## src/rtl/apb_decoder_tmo.sv

```systemverilog
`default_nettype none
// ============================================================================
// Module   : apb_decoder_tmo
// Purpose  : APB address decoder and response multiplexer. Decodes a PADDR
//            bit-field into one-hot slave selects and muxes the slave response.
//            Also returns an error for unmapped indices, forces an error when
//            a slave stalls too long, and keeps a sticky timeout flag and a
//            saturating error counter.
// Revision : 1.0 - initial release
// ============================================================================
module apb_decoder_tmo #(
  parameter int NUM_SLAVES     = 4,
  parameter int SEL_MSB        = 23,
  parameter int SEL_LSB        = 16,
  parameter int DATA_WIDTH     = 32,
  parameter int TIMEOUT_CYCLES = 255,
  parameter int ERR_CNT_W      = 8
) (
  input  logic                  HCLK,
  input  logic                  HRESETn,
  input  logic [31:0]           PADDR,
  input  logic                  PSEL,
  input  logic                  PENABLE,
  input  logic [DATA_WIDTH-1:0] PRData_in [NUM_SLAVES],
  input  logic [NUM_SLAVES-1:0] PREADY_in,
  input  logic [NUM_SLAVES-1:0] PSLVERR_in,
  output logic [NUM_SLAVES-1:0] PSEL_slave,
  output logic [DATA_WIDTH-1:0] PRDATA,
  output logic                  PREADY,
  output logic                  PSLVERR,
  output logic                  tmo_flag,
  input  logic                  tmo_clr,
  output logic [ERR_CNT_W-1:0]  err_count
);

  // Index field width, latched slave-index width and wait-counter width.
  // The index field is assumed to be at most 32 bits wide.
  localparam int IW = SEL_MSB - SEL_LSB + 1;
  localparam int SW = (NUM_SLAVES > 1) ? $clog2(NUM_SLAVES) : 1;
  localparam int CW = (TIMEOUT_CYCLES > 0) ? $clog2(TIMEOUT_CYCLES + 1) : 1;
  localparam logic [CW-1:0] TMO_LAST = (TIMEOUT_CYCLES > 0) ? CW'(TIMEOUT_CYCLES - 1) : '0;

  typedef enum logic [1:0] {
    IDLE   = 2'd0,
    ACCESS = 2'd1,
    TMO    = 2'd2
  } state_t;

  state_t          state, state_nxt;
  logic [IW-1:0]   idx;
  logic [31:0]     idx_ext;
  logic [SW-1:0]   slv;
  logic            mapped;
  logic [SW-1:0]   idx_l;
  logic            mapped_l;
  logic [CW-1:0]   wait_cnt;
  logic            setup_take;
  logic            wait_inc;
  logic            sel_hit;
  logic [SW-1:0]   sel_idx;
  logic            ready;
  logic            slverr;
  logic [DATA_WIDTH-1:0] rdata;
  logic            err_evt;
  logic            unused_bits;

  // Live decode of the address field. A mapped index always fits in SW bits.
  assign idx         = PADDR[SEL_MSB:SEL_LSB];
  assign idx_ext     = 32'(idx);
  assign mapped      = (idx_ext < 32'(NUM_SLAVES));
  assign slv         = idx_ext[SW-1:0];
  assign unused_bits = ^{PADDR, idx_ext};

  // Next-state and response selection; every output defaults to idle values.
  always_comb begin
    state_nxt  = state;
    setup_take = 1'b0;
    wait_inc   = 1'b0;
    sel_hit    = 1'b0;
    sel_idx    = '0;
    ready      = 1'b0;
    slverr     = 1'b0;
    rdata      = '0;
    case (state)
      IDLE: begin
        sel_hit = PSEL && mapped;
        sel_idx = slv;
        if (PSEL && !PENABLE) begin
          setup_take = 1'b1;
          state_nxt  = ACCESS;
        end
      end
      ACCESS: begin
        if (!PSEL) begin
          // Bridge abandoned the transfer: no response, nothing counted.
          state_nxt = IDLE;
        end else if (!mapped_l) begin
          ready     = 1'b1;
          slverr    = 1'b1;
          state_nxt = IDLE;
        end else begin
          sel_hit = 1'b1;
          sel_idx = idx_l;
          ready   = PREADY_in[idx_l];
          slverr  = PSLVERR_in[idx_l] & ready;
          rdata   = ready ? PRData_in[idx_l] : '0;
          if (ready) begin
            state_nxt = IDLE;
          end else begin
            wait_inc = 1'b1;
            if ((TIMEOUT_CYCLES != 0) && (wait_cnt == TMO_LAST)) begin
              state_nxt = TMO;
            end
          end
        end
      end
      TMO: begin
        // Forced error completion; the stalled slave is ignored from here on.
        ready     = 1'b1;
        slverr    = 1'b1;
        state_nxt = IDLE;
      end
      default: state_nxt = IDLE;
    endcase
  end

  assign err_evt = ready & slverr;

  // One-hot select, held at zero while reset is asserted.
  for (genvar g = 0; g < NUM_SLAVES; g++) begin : g_sel
    assign PSEL_slave[g] = HRESETn & sel_hit & (sel_idx == SW'(g));
  end

  assign PREADY  = HRESETn & ready;
  assign PSLVERR = HRESETn & slverr;
  assign PRDATA  = HRESETn ? rdata : '0;

  // State register, latched slave index and wait-state counter.
  always_ff @(posedge HCLK or negedge HRESETn) begin
    if (!HRESETn) begin
      state    <= IDLE;
      idx_l    <= '0;
      mapped_l <= 1'b0;
      wait_cnt <= '0;
    end else begin
      state <= state_nxt;
      if (setup_take) begin
        idx_l    <= slv;
        mapped_l <= mapped;
        wait_cnt <= '0;
      end else if (wait_inc) begin
        wait_cnt <= wait_cnt + 1'b1;
      end
    end
  end

  // Sticky timeout flag and saturating error counter; clear has priority.
  always_ff @(posedge HCLK or negedge HRESETn) begin
    if (!HRESETn) begin
      tmo_flag  <= 1'b0;
      err_count <= '0;
    end else if (tmo_clr) begin
      tmo_flag  <= 1'b0;
      err_count <= '0;
    end else begin
      if (state == TMO) begin
        tmo_flag <= 1'b1;
      end
      if (err_evt && (err_count != '1)) begin
        err_count <= err_count + 1'b1;
      end
    end
  end

endmodule
`default_nettype wire

```

## config.mk

```make
export PLATFORM = sky130hd
export DESIGN_NAME = apb_decoder_tmo
export DESIGN_NICKNAME = d
export VERILOG_FILES = /design/src/rtl/apb_decoder_tmo.sv
export SDC_FILE = /design/constraint.sdc
export NUM_CORES = 1
export LEC_CHECK = 0
export BUFFER_PORTS_ARGS = -buffer_cell sky130_fd_sc_hd__buf_4
export CAP_MARGIN = 20
export CORE_MARGIN = 2
export CORE_UTILIZATION = 33
export CTS_CLUSTER_DIAMETER = 50
export CTS_CLUSTER_SIZE = 40
export DETAILED_ROUTE_END_ITERATION = 6
export PLACE_DENSITY = 0.74
export SETUP_SLACK_MARGIN = 0.3
export SLEW_MARGIN = 40
export SYNTH_ARGS = -nofsm -noshare
export SYNTH_HDL_FRONTEND = slang
export SYNTH_SLANG_ARGS = --single-unit
```

## constraint.sdc

```tcl
create_clock -name HCLK -period 2.4 [get_ports HCLK]
set_input_delay 0 -clock HCLK [delete_from_list [all_inputs] [get_ports HCLK]]
set_output_delay 0 -clock HCLK [all_outputs]
set_load 0.01 [all_outputs]
```

==> results.toml, run 1 <==
[status]
status = "finished with violations"
violations = "hold timing"

[timing]
max_freq_mhz = 506.2
final.period_utilization_pct = 82.31
hold-worst-slack_ns = -0.0004276
slew_violations = 0
worstMarginPinSlew_ns = 0.4670
fin_setup_tns_ns = 0
fin_crit_ns = 1.975
final-setup-viol-count = 0
slew_headroom_pct = 68.86
skew_ns = 0.004336
hold_viol = 1
rsz0062_at_grt = "false"

[worst_setup_path]
rr_startpoint = "idx_l[0]"
startpoint_type = "flip-flop"
cp_cell_sequence = "mux4_2, nand3_1, buf_6, nor2b_1, buf_4"
reg2regPathDepth = 5
cp.arrival_ns = 1.98
slowest_delay_ns = 0.62
crit_type = "reg2out"
reg2reg_slack_ns = 0.45
path_delay_family = "multiplexers"
cp_max_fo = 32
required_ns = 2.40
slowest_stage = "mux4_2"
crit_buf_inv = 2
crit_path_end_kind = "output port"
r2r_end = "wait_cnt[5]"

[finish]
final_net_count = 590
layout_common_cells = "198 x buf_4, 36 x nor2b_1, 34 x mux4_2"
antenna_cells = 0
fill_cells = 596
final_common_cell = "buf_4"
fin_util_pct = 58.34
drive_gt1_share_pct = 60.49
areaGrowthSynthToFinish_pct = 71.61
finalInstanceArea_sq_um = 3964

[yosys]
synth_ff_type = "dfrtp_1"
synthesis.nets = 395
synth_top_area_share_pct = 33.15
synth_warnings = 0
syn-instance-count = 216
ys_seq_area_share_pct = 23.84
synth.area.top_cells = "mux4_2 33%, dfrtp_1 24%, nor2b_1 9.8%"
async_flop_share_pct = 100.0
synth_area_sq_um = 2310
synth_cell_type_count = 37
synth.largest_area_cell = "mux4_2"
synth_edf_count = 0
synth_seq_cells = 22
syn_avg_cell_area_sq_um = 10.69

[floorplan]
row_count = 30
io_pins = 220
initial_utilization_pct = 34.00
core_sq_um = 6794
dieArea_sq_um = 7684
die_h_um = 87.66
die_w_um = 87.66

[drt]
wl_mm = 8.503
wl_per_cell_um = 16.80
ant_nets = 0
drt_iter0_markers = 60
drc = 0
vias = 2507
vias_per_cell = 4.955
firstDrtPassIters = 4

[cts]
clock_path_buffers = 2
h-tree-depth = 1
cts_setup_buffers = 0
clk_latency_ns = 0.27
cts_tree = "built"
cts.sinks = 22
root_buffer = "clkbuf_8"
path_clk_slew_ns = 0.08
cts-buffers-inserted = 3

[grt]
grt_usage_pct = 20.31
grt_pass1_vias = 2512
grt_pass1_wl_mm = 12.11
antenna_found_initial = 0
overflow = 0
grt_max_degree = 35

[run]
drv_cap = 0

[placement]
gp_congestion = 0.7836
dp_hpwl_mm = 7.001
io_buffer_count = 195
placed_cell_area_sq_um = 3871

[power_and_ir_drop]
power_density_nw_per_um2 = 577.5
p_leak_nw = 1.884
vdd_drop_max_v = 0.0008635
power_w = 0.002289

[hold_path]
min_path_cells = 2
min_from = "PADDR[16]"
min_to = "idx_l[0]"
hold_class = "in2reg"
## synth_stat cells (6+ instances only)
| cell type | instances |
|---|---|
| a21oi_1 | 9 |
| nor2b_1 | 36 |
| nor2_1 | 21 |
| nand3_1 | 6 |
| nand2_1 | 9 |
| clkbuf_1 | 7 |
| nand4_1 | 7 |
| mux4_2 | 34 |
| o21ai_0 | 6 |
| ha_1 | 6 |
| dfrtp_1 | 22 |
| and3_1 | 6 |
| inv_1 | 6 |
## final cells by class
class / count / area, sq um / area share (%)
Clock buffer: 4 / 55.05 / 1.389
Inverter: 6 / 22.52 / 0.5682
Multi-Input combinational cell: 175 / 1675 / 42.27
Sequential cell: 22 / 551.8 / 13.92
Tap cell: 96 / 120.1 / 3.030
Timing Repair Buffer: 203 / 1539 / 38.83
## power by group
part	internal, W	switching (W)	total (W)
clock	0.000147	0.000126	0.000272
combinational	0.000934	0.000612	0.00155
sequential	0.000421	0.0000496	0.000471
## logic make-up (layout without fill, tap and decap cells)
family                   Yosys count  after routing  synth area share [%]
multiplexers                      39             39                 35.54
AO/OA/AOI/OAI                     27             27                 7.748
buffers and inverters             19            213                 3.629
XOR/XNOR                           6              6                 2.275
flip-flops                        22             22                 23.84
adder cells (fa/ha/maj)            6              6                 3.250
AND/OR/NAND/NOR                   97             97                 23.73
## repair_timing
action                                 4_1_cts  5_1_grt
hold buffers                                 3        0
resized for setup                            0        4
endpoints found under the hold margin       28        0
setup endpoints to repair                    0       30
## flip-flops by register name (all words and copies together), names as in the netlist
register and flops:
err_count 8, wait_cnt 8, idx_l 2, state 2
mapped_l 1, tmo_flag 1
## stage by stage
step                setup slack, ns  cells
floorplan                    0.5383    216
global placement             0.4435    499
detailed placement           0.4020    499
CTS                          0.3505    506
global route                 0.3420    506
finish                       0.4245    506
## per-layer routing
metal	wire length [um]	vias to the layer above	GRT usage [%]
met3	708	7	4.336
met1	3218	1192	24.33
met2	4499	107	37.26
met4	77	0	4.476
li1	-	1201	-
met5	0	-	0
## worst max path at each step
stage                     startpoint            to  slack, ns  cells past startpoint
after global routing        idx_l[0]    PRDATA[20]       0.34                      5
after global placement      state[1]  err_count[5]       0.44                      7
after detailed placement    state[1]  err_count[4]       0.40                      7
after floorplan             idx_l[0]  err_count[4]       0.54                      6
final                       idx_l[0]    PRDATA[18]       0.42                      5
after CTS                   idx_l[0]    PRDATA[25]       0.35                      5
Note: power is estimated with default switching activity, not from simulation.
==> inputs of run 2 (changes only) <==
==> constraint.sdc (replaced) <==
create_clock -name HCLK -period 2.1 [get_ports HCLK]
set_input_delay 0 -clock HCLK [delete_from_list [all_inputs] [get_ports HCLK]]
set_output_delay 0 -clock HCLK [all_outputs]
set_load 0.01 [all_outputs]
==> run 2 against run 1 <==
The run now ends clean; first-iteration DRC count rose to 3.1 times the previous value; die area unchanged; non-clock buffer count grew 11; clock skew up 0.0022 ns; combinational power grew 32%; critical path depth unchanged; largest cell class unchanged; largest power group unchanged; highest routed layer unchanged.
==> results.toml, run 2 (synthesis gave the netlist of run 1 again) <==
[finish]
layout_common_cells = "194 x buf_4, 34 x mux4_2, 24 x nor2b_1"
fin_util_pct = 63.13
top_regs = "err_count (8), wait_cnt (8)"
antenna_cells = 0
instances_no_fill = 517
drive_gt1_share_pct = 67.22
final_common_cell = "buf_4"
areaGrowthSynthToFinish_pct = 85.70
final_net_count = 601

[cts]
clk_latency_ns = 0.26
cts-buffers-inserted = 3
path_clk_slew_ns = 0.08
h-tree-depth = 1
clock_path_buffers = 2
cts_tree = "built"
cts.sinks = 22
root_buffer = "clkbuf_8"

[grt]
grt_max_degree = 35
grt_pass1_vias = 2606
antenna_found_initial = 0
grt_pass1_wl_mm = 12.92
grt_usage_pct = 21.61
overflow = 0

[worst_setup_path]
crit_buf_inv = 0
crit_path_end_kind = "flip-flop"
path_delay_family = "multiplexers"
r2r_end = "wait_cnt[5]"
startpoint_type = "flip-flop"
reg2reg_slack_ns = 0.19
required_ns = 2.29
slowest_stage = "mux4_2"
cp_cell_sequence = "mux4_2, nor2_4, nand4_4, or3_1, a21oi_1"
cp.arrival_ns = 2.09
reg2regPathDepth = 5
crit_type = "reg2reg"
slowest_delay_ns = 0.64
cp_max_fo = 6
rr_startpoint = "idx_l[0]"

[run]
drv_cap = 0

[timing]
slew_violations = 0
slew_headroom_pct = 77.04
fin_setup_tns_ns = 0
final-setup-viol-count = 0
skew_ns = 0.006569
hold_viol = 0
hold-worst-slack_ns = 0.03792
fin_crit_ns = 1.908
max_freq_mhz = 524.2
rsz0062_at_grt = "true"
final.period_utilization_pct = 90.83
worstMarginPinSlew_ns = 0.3444

[hold_path]
min_to = "idx_l[0]"
min_from = "PADDR[16]"
hold_class = "in2reg"
min_path_cells = 2

[drt]
wl_per_cell_um = 18.04
wl_mm = 9.329
ant_nets = 0
drc = 0
vias = 2643
drt_iter0_markers = 185
firstDrtPassIters = 4
vias_per_cell = 5.112

[placement]
dp_hpwl_mm = 7.335
place_inst = 500
io_buffer_count = 195
gp_congestion = 0.7476

[floorplan]
dieArea_sq_um = 7684
die_w_um = 87.66
initial_utilization_pct = 34.00
core_sq_um = 6794
io_pins = 220
die_h_um = 87.66
row_count = 30

[power_and_ir_drop]
power_w = 0.002861
p_leak_nw = 2.012
vdd_drop_max_v = 0.0007309
power_density_nw_per_um2 = 667.0

[status]
status = "complete, no violations"
-- run 2: power by group --
part | total [W] | switching (W) | internal, W
sequential | 0.000544 | 0.0000631 | 0.000481
combinational | 0.00204 | 0.000793 | 0.00125
clock | 0.000275 | 0.000139 | 0.000135
total | 0.00286 | 0.000995 | 0.00187
-- run 2: metal layers --
| layer | routed length [um] | part of all wire [%] | vias up | global-route usage, % |
|---|---|---|---|---|
| met5 | 0 | 0 | - | 0 |
| met4 | 107 | 1.1 | 0 | 3.636 |
| met3 | 868 | 9.3 | 14 | 6.315 |
| met2 | 4988 | 53 | 134 | 39.60 |
| met1 | 3364 | 36 | 1268 | 25.34 |
| li1 | - | - | 1227 | - |
-- run 2: metrics by stage --
stage,instance area (sq um),setup slack [ns]
4_1_cts,4093,0.1701
5_1_grt,4289,0.1130
2_1_floorplan,2315,0.3034
3_5_place_dp,3896,0.1940
6_report,4289,0.1925
3_3_place_gp,3896,0.2523
-- run 2: layout make-up --
| type | instances | area [sq um] |
|---|---|---|
| fill | 556 | 2505 |
| inverter | 6 | 22.52 |
| sequential | 22 | 551.8 |
| clock buffer | 4 | 45.04 |
| timing repair buffer | 214 | 1724 |
| multi-input combinational | 175 | 1826 |
| tap | 96 | 120.1 |
-- run 2: how the worst max path moves through the flow --
stage / start / endpoint / slack (ns) / cells after the start
final: idx_l[0] / wait_cnt[5] / 0.19 / 5
after global routing: idx_l[0] / PSLVERR / 0.11 / 5
after CTS: idx_l[0] / PSLVERR / 0.17 / 5
after detailed placement: idx_l[0] / wait_cnt[5] / 0.19 / 5
after global placement: idx_l[0] / wait_cnt[5] / 0.25 / 5
after floorplan: idx_l[0] / wait_cnt[5] / 0.30 / 6
-- run 2: repair_timing --
item / in CTS / in global routing
hold buffers: 4 / 0
buffers inserted: 5 / 2
pin swaps: 4 / 5
setup endpoints to repair: 44 / 50
endpoints found under the hold margin: 29 / 0
gates resized for setup: 14 / 36
cloned: 1 / 1
==> inputs of run 3 (changes only) <==
--- a/config.mk
+++ b/config.mk
@@ -7,6 +7,7 @@
 export LEC_CHECK = 0
 export BUFFER_PORTS_ARGS = -buffer_cell sky130_fd_sc_hd__buf_4
 export CAP_MARGIN = 20
+export CORE_ASPECT_RATIO = 0.6
 export CORE_MARGIN = 2
 export CORE_UTILIZATION = 33
 export CTS_CLUSTER_DIAMETER = 50
==> run 3 against run 2 <==
Combinational power is 22% higher; clock power is 49% higher; power is 20% higher; critical endpoint is now PSLVERR; largest power group unchanged; highest routed layer unchanged.
==> results.toml, run 3 (synthesis gave the netlist of run 1 again) <==
[status]
status = "complete, no violations"

[cts]
root_buffer = "clkbuf_16"
cts-buffers-inserted = 3
path_clk_slew_ns = 0.06
cts.sinks = 22
cts_tree = "built"
h-tree-depth = 1
clk_latency_ns = 0.25
clock_path_buffers = 2

[timing]
fin_crit_ns = 1.920
worstMarginPinSlew_ns = 0.3257
hold-worst-slack_ns = 0.009778
fin_setup_tns_ns = 0
max_freq_mhz = 520.7
slew_violations = 0
rsz0062_at_grt = "true"
final-setup-viol-count = 0
skew_ns = 0.003805
slew_headroom_pct = 78.29
final.period_utilization_pct = 91.45
hold_viol = 0

[grt]
grt_pass1_vias = 2502
grt_pass1_wl_mm = 13.22
grt_usage_pct = 22.52
grt_max_degree = 35
overflow = 0
antenna_found_initial = 0

[finish]
fin_util_pct = 66.20
multiInputGateArea_sq_um = 1809
areaGrowthSynthToFinish_pct = 93.01
drive_gt1_share_pct = 67.45
final_net_count = 607
fill_cells = 520
final_common_cell = "buf_4"
layout_common_cells = "197 x buf_4, 34 x mux4_2, 30 x nor2b_1"
top_regs = "err_count (8), wait_cnt (8)"
seqCellArea_sq_um = 551.8
antenna_cells = 0

[drt]
wl_per_cell_um = 19.21
drc = 0
wl_mm = 9.872
drt_iter0_markers = 182
ant_nets = 0
vias_per_cell = 5.232
vias = 2689
firstDrtPassIters = 4

[worst_setup_path]
cp_max_fo = 6
startpoint_type = "flip-flop"
crit_path_end_kind = "output port"
crit_type = "reg2out"
required_ns = 2.10
cp.arrival_ns = 1.92

[placement]
io_buffer_count = 195
gp_congestion = 0.8308
dp_hpwl_mm = 7.040

[run]
drv_cap = 0

[floorplan]
initial_utilization_pct = 34.30
io_pins = 220
die_h_um = 68.81
row_count = 23
core_sq_um = 6734
die_w_um = 112.0
dieArea_sq_um = 7707

[hold_path]
hold_class = "in2reg"

[power_and_ir_drop]
power_density_nw_per_um2 = 770.8
vdd_drop_max_v = 0.0004594
p_leak_nw = 2.088
## run 3: cell count changes in the layout (fill, tap and decap cells not counted), moves of 2 or more
| cell | change |
|---|---|
| nor2b_4 | -4 |
| nor2b_1 | +6 |
| dlygate4sd3_1 | -2 |
| clkbuf_16 | +4 |
| buf_6 | -2 |
| clkbuf_8 | -3 |
| and3_1 | -2 |
| buf_16 | +5 |
| buf_4 | +3 |
| and3_4 | +2 |
| nor2b_2 | -2 |
## run 3: per-layer routing
layer  wire, um  vias to the layer above  share of wire (%)  global-route usage (%)
li1           -                     1247                  -                       -
met1       4149                     1303                 42                   32.06
met2       4856                      135                 49                   36.82
met3        810                        4                8.2                   5.332
met4         55                        0               0.56                   2.287
met5          0                        -                  0                       0
## run 3: power breakdown
group / switching [W] / total, W / internal (W)
sequential: 0.0000653 / 0.000547 / 0.000482
combinational: 0.000936 / 0.00248 / 0.00154
clock: 0.000151 / 0.000410 / 0.000259
## run 3: worst paths after layout
check                      depth (start not counted)  startpoint  slack, ns           end
setup / recovery                                   5    idx_l[0]       0.18       PSLVERR
hold / removal                                     2   PADDR[17]       0.01      idx_l[1]
setup reg to reg                                   7    state[0]       0.27  err_count[5]
hold reg to reg                                    2    tmo_flag       0.54      tmo_flag
max in group asynchronous                          3     HRESETn       1.51      idx_l[0]
min in group asynchronous                          2     HRESETn       0.14      state[1]
## run 3: through the flow
step,worst slack (ns),std cells,area (sq um),total power [W]
finish,0.1796,514,4458,0.003436
global route,0.09052,514,4458,0.003628
CTS,0.2108,508,4254,0.003210
detailed placement,0.2516,491,3885,0.002371
global placement,0.2667,491,3885,0.002338
floorplan,0.3034,216,2315,0.001857
## run 3: layout make-up
type / count / share of cell area [%]
Clock buffer: 4 / 1.768
Inverter: 6 / 0.5052
Multi-Input combinational cell: 175 / 40.58
Sequential cell: 22 / 12.38
Tap cell: 87 / 2.442
Timing Repair Buffer: 220 / 42.32
## run 3: timing repair
action,CTS,global route
cloned,5,2
hold buffers,2,0
endpoints found under the setup margin,43,48
gates resized for setup,24,23
buffers inserted,6,4
pin swaps,3,7
hold endpoints to repair,23,0
## run 3: worst max-delay path: stages (launching register included)
cell and delay, ns:
dfrtp_2 0.39, mux4_2 0.63, o211ai_1 0.25, a21oi_2 0.10
o31a_1 0.15, buf_6 0.14
